`config.mk`:
```
export PLATFORM = sky130hd
export DESIGN_NAME = mips_debug_ctrl
export DESIGN_NICKNAME = d
export VERILOG_FILES = /design/src/rtl/mips_debug_ctrl.sv
export SDC_FILE = /design/constraint.sdc
export NUM_CORES = 1
export LEC_CHECK = 0
export CORE_ASPECT_RATIO = 0.9
export CORE_MARGIN = 4
export CORE_UTILIZATION = 39
export DETAILED_ROUTE_END_ITERATION = 10
export GPL_ROUTABILITY_DRIVEN = 0
export HOLD_SLACK_MARGIN = 0.08
export PLACE_DENSITY = 0.66
export SYNTH_ARGS = -nofsm -noshare
export SYNTH_HDL_FRONTEND = slang
export SYNTH_SLANG_ARGS = --single-unit
```
`constraint.sdc`:
```
create_clock -name i_clk -period 2.55 [get_ports i_clk]
set_input_delay 0.255 -clock i_clk [delete_from_list [all_inputs] [get_ports i_clk]]
set_output_delay 0.255 -clock i_clk [all_outputs]
set_load 0.05 [all_outputs]
```
`src/rtl/mips_debug_ctrl.sv`:
```
// Debug sequencer for the 5-stage MIPS core.
// Decodes byte commands from a UART/SPI byte link and either loads instruction
// memory, runs, single-steps, or freezes the pipeline. A frozen pipeline is
// dumped back over the link as PC, register file, then a data memory window.
//
// Ports:
//   i_clk, i_rst                 clock, asynchronous active-low reset
//   i_rx_data/i_rx_valid/o_rx_ready   command byte link (valid/ready)
//   o_tx_data/o_tx_valid/i_tx_ready   response byte link (valid/ready)
//   o_imem_we/o_imem_addr/o_imem_data instruction memory write port
//   o_pipe_rst_n                 pipeline reset, held low while loading
//   o_debug_enb, o_step          freeze control and one-cycle advance pulse
//   i_halt, i_pc                 HALT retired in WB, current fetch PC
//   o_reg_addr/i_reg_data        register file debug read (1-cycle latency)
//   o_mem_addr/i_mem_data        data memory debug read (1-cycle latency)
//   o_busy                       high whenever the sequencer is not idle
module mips_debug_ctrl #(
  parameter int unsigned NB_BITS    = 32,
  parameter int unsigned NB_REG     = 5,
  parameter int unsigned NB_IADDR   = 10,
  parameter int unsigned NB_DADDR   = 10,
  parameter int unsigned N_MEM_DUMP = 16
) (
  input  logic                i_clk,
  input  logic                i_rst,
  input  logic [7:0]          i_rx_data,
  input  logic                i_rx_valid,
  output logic                o_rx_ready,
  output logic [7:0]          o_tx_data,
  output logic                o_tx_valid,
  input  logic                i_tx_ready,
  output logic                o_imem_we,
  output logic [NB_IADDR-1:0] o_imem_addr,
  output logic [NB_BITS-1:0]  o_imem_data,
  output logic                o_pipe_rst_n,
  output logic                o_debug_enb,
  output logic                o_step,
  input  logic                i_halt,
  input  logic [NB_BITS-1:0]  i_pc,
  output logic [NB_REG-1:0]   o_reg_addr,
  input  logic [NB_BITS-1:0]  i_reg_data,
  output logic [NB_DADDR-1:0] o_mem_addr,
  input  logic [NB_BITS-1:0]  i_mem_data,
  output logic                o_busy
);

  localparam int unsigned N_BYTES   = NB_BITS / 8;
  localparam int unsigned NB_BCNT   = (N_BYTES > 1) ? $clog2(N_BYTES) : 1;
  localparam int unsigned N_REGS    = 2 ** NB_REG;
  localparam int unsigned N_IDX_MAX = (N_REGS > N_MEM_DUMP) ? N_REGS : N_MEM_DUMP;
  localparam int unsigned NB_IDX    = (N_IDX_MAX > 1) ? $clog2(N_IDX_MAX) : 1;
  localparam int unsigned NB_WCNT   = 9;

  localparam logic [7:0] CMD_LOAD  = 8'h01;
  localparam logic [7:0] CMD_RUN   = 8'h02;
  localparam logic [7:0] CMD_STEP  = 8'h03;
  localparam logic [7:0] CMD_DUMP  = 8'h04;
  localparam logic [7:0] CMD_BREAK = 8'h05;
  localparam logic [7:0] RSP_ACK   = 8'hA5;
  localparam logic [7:0] RSP_ERR   = 8'hEE;

  typedef enum logic [3:0] {
    ST_IDLE,
    ST_LOAD_CNT,
    ST_LOAD_BYTES,
    ST_LOAD_WR,
    ST_RUN,
    ST_STEP,
    ST_DUMP_PC,
    ST_DUMP_WAIT,
    ST_DUMP_CAP,
    ST_DUMP_SEND,
    ST_REPLY
  } state_t;

  // Which section of the dump the current word belongs to.
  typedef enum logic [1:0] {
    PH_PC,
    PH_REG,
    PH_MEM
  } phase_t;

  state_t                state_q, state_d;
  phase_t                phase_q, phase_d;
  logic [NB_IDX-1:0]     idx_q, idx_d;
  logic [NB_BCNT-1:0]    bcnt_q, bcnt_d;
  logic [NB_WCNT-1:0]    words_left_q, words_left_d;
  logic [NB_BITS-1:0]    word_q, word_d;
  logic [7:0]            tx_data_q, tx_data_d;
  logic                  tx_valid_q, tx_valid_d;
  logic                  rx_ready_q, rx_ready_d;
  logic                  imem_we_q, imem_we_d;
  logic [NB_IADDR-1:0]   imem_addr_q, imem_addr_d;
  logic [NB_BITS-1:0]    imem_data_q, imem_data_d;
  logic                  pipe_rst_n_q, pipe_rst_n_d;
  logic                  debug_enb_q, debug_enb_d;
  logic                  step_q, step_d;
  logic [NB_REG-1:0]     reg_addr_q, reg_addr_d;
  logic [NB_DADDR-1:0]   mem_addr_q, mem_addr_d;
  logic                  busy_q, busy_d;

  logic                  rx_fire;
  logic                  tx_fire;
  logic [NB_BITS-1:0]    shift_in;
  logic [NB_BITS-1:0]    cap_word;
  logic [NB_IDX-1:0]     idx_inc;
  logic                  last_byte;

  assign rx_fire   = rx_ready_q & i_rx_valid;
  assign tx_fire   = tx_valid_q & i_tx_ready;
  assign shift_in  = {word_q[NB_BITS-9:0], i_rx_data};
  assign cap_word  = (phase_q == PH_REG) ? i_reg_data : i_mem_data;
  assign idx_inc   = idx_q + 1'b1;
  assign last_byte = (bcnt_q == NB_BCNT'(N_BYTES - 1));

  // State and output registers.
  always_ff @(posedge i_clk or negedge i_rst) begin
    if (!i_rst) begin
      state_q      <= ST_IDLE;
      phase_q      <= PH_PC;
      idx_q        <= '0;
      bcnt_q       <= '0;
      words_left_q <= '0;
      word_q       <= '0;
      tx_data_q    <= '0;
      tx_valid_q   <= 1'b0;
      rx_ready_q   <= 1'b0;
      imem_we_q    <= 1'b0;
      imem_addr_q  <= '0;
      imem_data_q  <= '0;
      pipe_rst_n_q <= 1'b1;
      debug_enb_q  <= 1'b1;
      step_q       <= 1'b0;
      reg_addr_q   <= '0;
      mem_addr_q   <= '0;
      busy_q       <= 1'b0;
    end else begin
      state_q      <= state_d;
      phase_q      <= phase_d;
      idx_q        <= idx_d;
      bcnt_q       <= bcnt_d;
      words_left_q <= words_left_d;
      word_q       <= word_d;
      tx_data_q    <= tx_data_d;
      tx_valid_q   <= tx_valid_d;
      rx_ready_q   <= rx_ready_d;
      imem_we_q    <= imem_we_d;
      imem_addr_q  <= imem_addr_d;
      imem_data_q  <= imem_data_d;
      pipe_rst_n_q <= pipe_rst_n_d;
      debug_enb_q  <= debug_enb_d;
      step_q       <= step_d;
      reg_addr_q   <= reg_addr_d;
      mem_addr_q   <= mem_addr_d;
      busy_q       <= busy_d;
    end
  end

  // Next-state and next-output logic.
  always_comb begin
    state_d      = state_q;
    phase_d      = phase_q;
    idx_d        = idx_q;
    bcnt_d       = bcnt_q;
    words_left_d = words_left_q;
    word_d       = word_q;
    tx_data_d    = tx_data_q;
    tx_valid_d   = tx_valid_q;
    imem_we_d    = 1'b0;
    imem_addr_d  = imem_addr_q;
    imem_data_d  = imem_data_q;
    pipe_rst_n_d = pipe_rst_n_q;
    debug_enb_d  = debug_enb_q;
    step_d       = 1'b0;
    reg_addr_d   = reg_addr_q;
    mem_addr_d   = mem_addr_q;

    case (state_q)
      ST_IDLE: begin
        if (rx_fire) begin
          case (i_rx_data)
            CMD_LOAD: begin
              state_d      = ST_LOAD_CNT;
              pipe_rst_n_d = 1'b0;
              imem_addr_d  = '0;
            end
            CMD_RUN: begin
              state_d     = ST_RUN;
              debug_enb_d = 1'b0;
            end
            CMD_STEP: begin
              state_d = ST_STEP;
              step_d  = 1'b1;
            end
            CMD_DUMP: state_d = ST_DUMP_PC;
            default: begin
              state_d    = ST_REPLY;
              tx_data_d  = RSP_ERR;
              tx_valid_d = 1'b1;
            end
          endcase
        end
      end

      // A count byte of zero encodes a full 256-word load.
      ST_LOAD_CNT: begin
        if (rx_fire) begin
          words_left_d = (i_rx_data == 8'h00) ? NB_WCNT'(256) : {1'b0, i_rx_data};
          bcnt_d       = '0;
          state_d      = ST_LOAD_BYTES;
        end
      end

      ST_LOAD_BYTES: begin
        if (rx_fire) begin
          word_d = shift_in;
          if (last_byte) begin
            bcnt_d      = '0;
            imem_we_d   = 1'b1;
            imem_data_d = shift_in;
            state_d     = ST_LOAD_WR;
          end else begin
            bcnt_d = bcnt_q + 1'b1;
          end
        end
      end

      // The write strobe is on the outputs this cycle; advance afterwards.
      ST_LOAD_WR: begin
        imem_addr_d  = imem_addr_q + 1'b1;
        words_left_d = words_left_q - 1'b1;
        if (words_left_q == NB_WCNT'(1)) begin
          state_d      = ST_REPLY;
          tx_data_d    = RSP_ACK;
          tx_valid_d   = 1'b1;
          pipe_rst_n_d = 1'b1;
        end else begin
          state_d = ST_LOAD_BYTES;
        end
      end

      // Halt and break byte share one exit, so coincident events dump once.
      ST_RUN: begin
        if (i_halt || (rx_fire && (i_rx_data == CMD_BREAK))) begin
          debug_enb_d = 1'b1;
          state_d     = ST_DUMP_PC;
        end
      end

      ST_STEP: state_d = ST_DUMP_PC;

      ST_DUMP_PC: begin
        phase_d    = PH_PC;
        word_d     = {i_pc[NB_BITS-9:0], 8'h00};
        tx_data_d  = i_pc[NB_BITS-1 -: 8];
        tx_valid_d = 1'b1;
        bcnt_d     = '0;
        state_d    = ST_DUMP_SEND;
      end

      // Read address is on the bus this cycle; data arrives next cycle.
      ST_DUMP_WAIT: state_d = ST_DUMP_CAP;

      ST_DUMP_CAP: begin
        word_d     = {cap_word[NB_BITS-9:0], 8'h00};
        tx_data_d  = cap_word[NB_BITS-1 -: 8];
        tx_valid_d = 1'b1;
        bcnt_d     = '0;
        state_d    = ST_DUMP_SEND;
      end

      // Bytes leave MSB first; the next read is issued only once the
      // current word's final byte has been accepted.
      ST_DUMP_SEND: begin
        if (tx_fire) begin
          if (last_byte) begin
            tx_valid_d = 1'b0;
            case (phase_q)
              PH_PC: begin
                phase_d    = PH_REG;
                idx_d      = '0;
                reg_addr_d = '0;
                state_d    = ST_DUMP_WAIT;
              end
              PH_REG: begin
                if (idx_q == NB_IDX'(N_REGS - 1)) begin
                  phase_d    = PH_MEM;
                  idx_d      = '0;
                  mem_addr_d = '0;
                end else begin
                  idx_d      = idx_inc;
                  reg_addr_d = NB_REG'(idx_inc);
                end
                state_d = ST_DUMP_WAIT;
              end
              default: begin
                if (idx_q == NB_IDX'(N_MEM_DUMP - 1)) begin
                  state_d = ST_IDLE;
                end else begin
                  idx_d      = idx_inc;
                  mem_addr_d = NB_DADDR'(idx_inc);
                  state_d    = ST_DUMP_WAIT;
                end
              end
            endcase
          end else begin
            tx_data_d = word_q[NB_BITS-1 -: 8];
            word_d    = {word_q[NB_BITS-9:0], 8'h00};
            bcnt_d    = bcnt_q + 1'b1;
          end
        end
      end

      ST_REPLY: begin
        if (tx_fire) begin
          tx_valid_d = 1'b0;
          state_d    = ST_IDLE;
        end
      end

      default: state_d = ST_IDLE;
    endcase

    rx_ready_d = (state_d == ST_IDLE) || (state_d == ST_LOAD_CNT) ||
                 (state_d == ST_LOAD_BYTES) || (state_d == ST_RUN);
    busy_d     = (state_d != ST_IDLE);
  end

  assign o_rx_ready   = rx_ready_q;
  assign o_tx_data    = tx_data_q;
  assign o_tx_valid   = tx_valid_q;
  assign o_imem_we    = imem_we_q;
  assign o_imem_addr  = imem_addr_q;
  assign o_imem_data  = imem_data_q;
  assign o_pipe_rst_n = pipe_rst_n_q;
  assign o_debug_enb  = debug_enb_q;
  assign o_step       = step_q;
  assign o_reg_addr   = reg_addr_q;
  assign o_mem_addr   = mem_addr_q;
  assign o_busy       = busy_q;

endmodule

```
After elaboration in Yosys (flattened, before gate mapping)
Index checks and enable logic that the tools add are counted.
Cells by class
  eq/ne operators: 41
  reduce and logical (&&, ||, !) cells: 35
  add/subtract/negate cells: 4
  muxes and demuxes: 69
  bitwise gates (word level): 3
Operators with widths (count)
  $mux W32: 4
  $pmux W32 S4: 1
  $mux W10: 4
  $mux W8: 5
  $pmux W10 S2: 2
  $pmux W4 S10: 1
  $pmux W8 S5: 1
  $mux W4: 9
  $ne A2 B2 Y1 const B: 12
  $eq A4 B3 Y1 const B: 5
  $pmux W5 S2: 2
  $mux W9: 2
  $pmux W9 S2: 1
  $mux W1: 17
  $eq A8 B2 Y1 const B: 2
  $eq A8 B3 Y1 const B: 2
  $mux W2: 8
  $pmux W4 S4: 1
  $reduce_and A4 Y1: 4
  $mux W5: 3
  $reduce_and A5 Y1: 3
  $eq A4 B2 Y1 const B: 3
  $eq A4 B4 Y1 const B: 3
  $reduce_and A6 Y1: 2
  34 further kinds: 55
Storage, ports and cells
  bits of input ports: 109
  logic and storage cells: 170
  bits in registers: 126
  output and inout port bits: 72

Depth between registers and ports, before layout
  depth in word-level cells: 10
  depth in mapped cells: 9
  depth with buffers taken out: 8

Worst setup path before layout
No wires, ideal clock.
  path type: register -> register
  start: reg rx_ready_q, in the netlist o_rx_ready
  end: reg tx_data_q[0], in the netlist o_tx_data[0]
  cell stages (with the launch flop): 9
  data required time: 2.422 ns
  path slack: 0.232 ns
  period minus slack after synthesis: 2.318 ns
  setup time: 0.128 ns
  buffers on the path: 3
  arrival: 2.190 ns
  cell sequence: dfrtp_1 -> and2_1 -> clkbuf_1 -> and3_1 -> clkbuf_1 -> nand2_2 -> a311o_1 -> buf_2 -> mux2_1
Between the ends
  cells in the longest elaborated chain, start to end: 3
RTL lines
  start: declaration: RTL line 91  | logic rx_ready_q, rx_ready_d;
  start signal: assignment: RTL line 146  | rx_ready_q <= rx_ready_d;
  $and A1 B1 Y1: RTL line 109  | assign rx_fire = rx_ready_q & i_rx_valid;
  $ne A2 B2 Y1 (no line)
  $reduce_and A6 Y1 (no line)
  end signal: assignment: RTL line 144  | tx_data_q <= tx_data_d;
  end: declaration: RTL line 89  | logic [7:0] tx_data_q, tx_data_d;
No other way between the ends.
A chain may end at the register's enable or synchronous reset.

Worst setup path in the final report
  start: reg state_q[1]
  end: reg tx_data_q[6], in the netlist o_tx_data[6]
Between the ends
  cells in the longest elaborated chain, start to end: 3
  elaborated cells on any way between the ends: 13
  those cells by class: eq/ne: 9; mux: 1; reduce/logical: 3
RTL lines
  start: declaration: RTL line 83  | state_t state_q, state_d;
  start signal: assignment: RTL line 138  | state_q <= state_d;
  $eq A4 B4 Y1, or another cell as far along: RTL line 178  | case (state_q)
  $reduce_bool A5 Y1 (no line) / $ne A2 B2 Y1 (equally long branches)
  $reduce_and A6 Y1 (no line)
Several ways; a longest one is shown, not always the timed one.

==> results.sh <==
export IMPL_highest_layer="met4"
export IMPL_cp_startpoint="state_q[1]"
export IMPL_synthCells=608
export IMPL_vias=5619
export IMPL_fin_crit_ns=2.38
export IMPL_crit_path_end="o_tx_data[6]"
export IMPL_synthSimpleGateAreaFrac=0.145
export IMPL_drt_pass1_iter_count=7
export IMPL_drt_total_wl_um=19200
export IMPL_cp_start_kind="register"
export IMPL_drc=0
export IMPL_p_seq_frac=0.312
export IMPL_async_reset_ff_frac=1.00
export IMPL_grt_start_max_net_pins=86
export IMPL_outcome="complete, no violations"
export IMPL_finalNetCount=910
export IMPL_synth_compound_area_frac=0.158
export IMPL_crit_arrival_ns=2.68
export IMPL_core_sq_mm=0.0156
export IMPL_setup_ws_ns=0.165
export IMPL_switching_share=0.412
export IMPL_antenna_found_initial=0
export IMPL_clock_sinks=121
export IMPL_dp_cells=976
export IMPL_r2r_cells=6
export IMPL_grt_pass1_vias=5615
export IMPL_wl_met3_um=1550
export IMPL_regToRegStartpoint="state_q[1]"
export IMPL_grt_pass1_wl_um=29900
export IMPL_yosysUniqueCellTypes=60
export IMPL_rows=43
export IMPL_cts_tree="built"
export IMPL_drt_iter0_markers=508
export IMPL_synth_xor_area_share=0.0140
export IMPL_p_int_mw=6.14
export IMPL_leakage_nw=3.83
export IMPL_yosys_warnings=0
export IMPL_clk_pin_slew_ns=0.06
export IMPL_synth_seq_area_share=0.483
export IMPL_initial_core_util=0.402
export IMPL_power_frac_clock=0.231
export IMPL_post_cts_buffers=0
export IMPL_r2r_setup_slack_ns=0.17
export IMPL_routedWlPerCell_um=19.1
export IMPL_drive_above_1_share=0.191
export IMPL_period_share=0.935
export IMPL_power_density_mw_per_mm2=1150
export IMPL_wl_met2_um=9580
export IMPL_synth_adder_area_share=0.0140
export IMPL_rsz0062_at_grt="false"
export IMPL_syn_to_final_growth_pct=45.3
export IMPL_root_buffer="clkbuf_16"
export IMPL_portBuffers=175
export IMPL_met1_length_um=7700
export IMPL_worst_slew_pin_slew_ns=0.765
export IMPL_synth_top_family_by_area="compound AO/OA/AOI/OAI gates"
export IMPL_r2r_end="o_tx_data[6]"
export IMPL_finalClockSkew_ns=0.00856
export IMPL_synth_edf_count=0
export IMPL_layout_commonest_cell="clkdlybuf4s50_1"
export IMPL_hp_class="input port to async pin"
export IMPL_netSwitchingPower_mw=4.30
export IMPL_cts_buffers=17
export IMPL_slew_limit_headroom=0.482
export IMPL_crit_type="register to register"
export IMPL_synth_area_per_cell_sq_um=10.3
export IMPL_dieArea_sq_mm=0.0182
export IMPL_fmax_mhz=419
export IMPL_final_hold_viol_count=0
export IMPL_p_comb_frac=0.457
export IMPL_grt_overflow=0
export IMPL_fp_dieW_um=142
export IMPL_vias_per_cell=5.57
export IMPL_die_y_um=128
export IMPL_clock_latency_ns=0.41
export IMPL_end_kind="register"
export IMPL_htree_levels=4
export IMPL_utilization=0.584
export IMPL_setup_viol=0
export IMPL_ant_nets=0
export IMPL_synth_seq_cells=121
export IMPL_clock_path_buffers=2
export IMPL_grtUsageTotal=0.212
export IMPL_ir_drop_v=0.000834
export IMPL_diodes=0
export IMPL_post_place_ws_ns=-0.216
export IMPL_finalNonFillerCells=1009
export IMPL_synth_mux_area_fraction=0.136
export IMPL_place_detailed_hpwl_um=14400
export IMPL_cp_data_required_time_ns=2.84
export IMPL_netlist_area_sq_mm=0.00627
export IMPL_synth_top_flop_cell="dfrtp_1"
export IMPL_ios=181
export IMPL_layout_common_cells="clkdlybuf4s50_1, dfrtp_1, mux2_2"
export IMPL_cp_max_fo=12
export IMPL_drv_cap=0
export IMPL_maxSlewViolCount=0
==> how the worst min path moves through the flow <==
stage	slack, ns	cells past startpoint	end	from
6_report	0.37	2	o_reg_addr[3]	i_rst
5_1_grt	0.40	2	o_mem_addr[4]	i_rst
4_1_cts	0.37	2	idx_q[3]	i_rst
3_5_place_dp	0.27	1	o_reg_addr[3]	i_rst
3_3_place_gp	0.26	1	o_reg_addr[2]	i_rst
2_1_floorplan	-0.04	0	bcnt_q[0]	i_rst
==> logic make-up after synthesis <==
group,Yosys count
flops,121
compound gates,140
xor+xnor,10
other cells,1
fa+ha+maj,7
mux,76
simple gates,179
buf+inv,74
==> state kept, by name, summed over array words and instances (netlist names) <==
register / cells
o_busy: 1
o_debug_enb: 1
word_q: 32
o_imem_data: 32
o_mem_addr: 5
phase_q: 2
words_left_q: 9
bcnt_q: 2
o_imem_addr: 10
o_reg_addr: 5
o_step: 1
o_tx_valid: 1
o_pipe_rst_n: 1
state_q: 4
o_tx_data: 8
o_rx_ready: 1
o_imem_we: 1
idx_q: 5
==> per-stage QoR <==
stage               cell area, sq um  setup TNS (ns)  power [mW]  hold WS (ns)
floorplan                       6280               0        6.21       -0.0406
global placement                8490           -1.07        7.90         0.259
detailed placement              8490           -1.27        8.03         0.268
CTS                             9100               0        10.5         0.366
global route                    9110               0        11.0         0.404
finish                          9110               0        10.4         0.370
==> what timing repair did <==
item                                   CTS  global route
hold buffers                             1             0
resized for setup                        0             3
setup endpoints to repair                0            27
endpoints found under the hold margin   34             0
==> final cells by class <==
cell class / count / area [sq um]
clock buffers: 23 / 488
flip-flops and latches: 121 / 3030
clock inverters: 9 / 114
fillers: 1315 / 6490
well taps: 202 / 253
repair buffers: 217 / 2140
inverters: 20 / 75.1
multi-input cells: 417 / 3010
==> critical path: stages, from the launching register on <==
cell and delay [ns]:
dfrtp_1 0.62, buf_4 0.24, inv_1 0.08, or3_1 0.43
a311o_1 0.42, buf_12 0.16, mux2_1 0.31
==> per-layer routing <==
layer,global-route usage,up-vias
met5,0,-
met4,0.0779,0
met3,0.0615,26
met2,0.364,251
met1,0.254,2736
li1,-,2606
==> cells in the mapped netlist, types with 3 or more instances <==
library cell / number / area (sq um)
a222oi_1: 31 / 310
mux2_2: 66 / 743
nand3_1: 24 / 120
and2_1: 3 / 18.8
or3_1: 6 / 37.5
nor2_1: 48 / 180
nor3_1: 7 / 35.0
inv_1: 20 / 75.1
o21ai_0: 28 / 140
nor2b_1: 5 / 31.3
nand4_1: 5 / 31.3
buf_4: 7 / 52.6
o211ai_1: 7 / 52.6
mux2_1: 7 / 78.8
nand2b_1: 5 / 31.3
clkbuf_1: 40 / 150
xor2_1: 8 / 70.1
buf_2: 5 / 25.0
a22o_1: 5 / 43.8
a21o_1: 6 / 45.0
nor4_1: 4 / 25.0
nand2_1: 46 / 173
a211oi_1: 4 / 30.0
and3_1: 7 / 43.8
mux2i_1: 3 / 30.0
a21oi_1: 34 / 170
o31ai_1: 5 / 37.5
a22oi_1: 3 / 22.5
a221oi_1: 3 / 26.3
ha_1: 7 / 87.6
dfrtp_1: 119 / 2980
==> power by group through the flow <==
| stage | sequential, mW | clock, mW | combinational, mW |
|---|---|---|---|
| floorplan | 4.08 | 0 | 2.13 |
| global placement | 3.23 | 0 | 4.66 |
| detailed placement | 3.26 | 0 | 4.76 |
| CTS | 3.25 | 2.46 | 4.78 |
| global route | 3.35 | 2.54 | 5.15 |
| finish | 3.25 | 2.41 | 4.78 |
(Power assumes the default switching activity.)
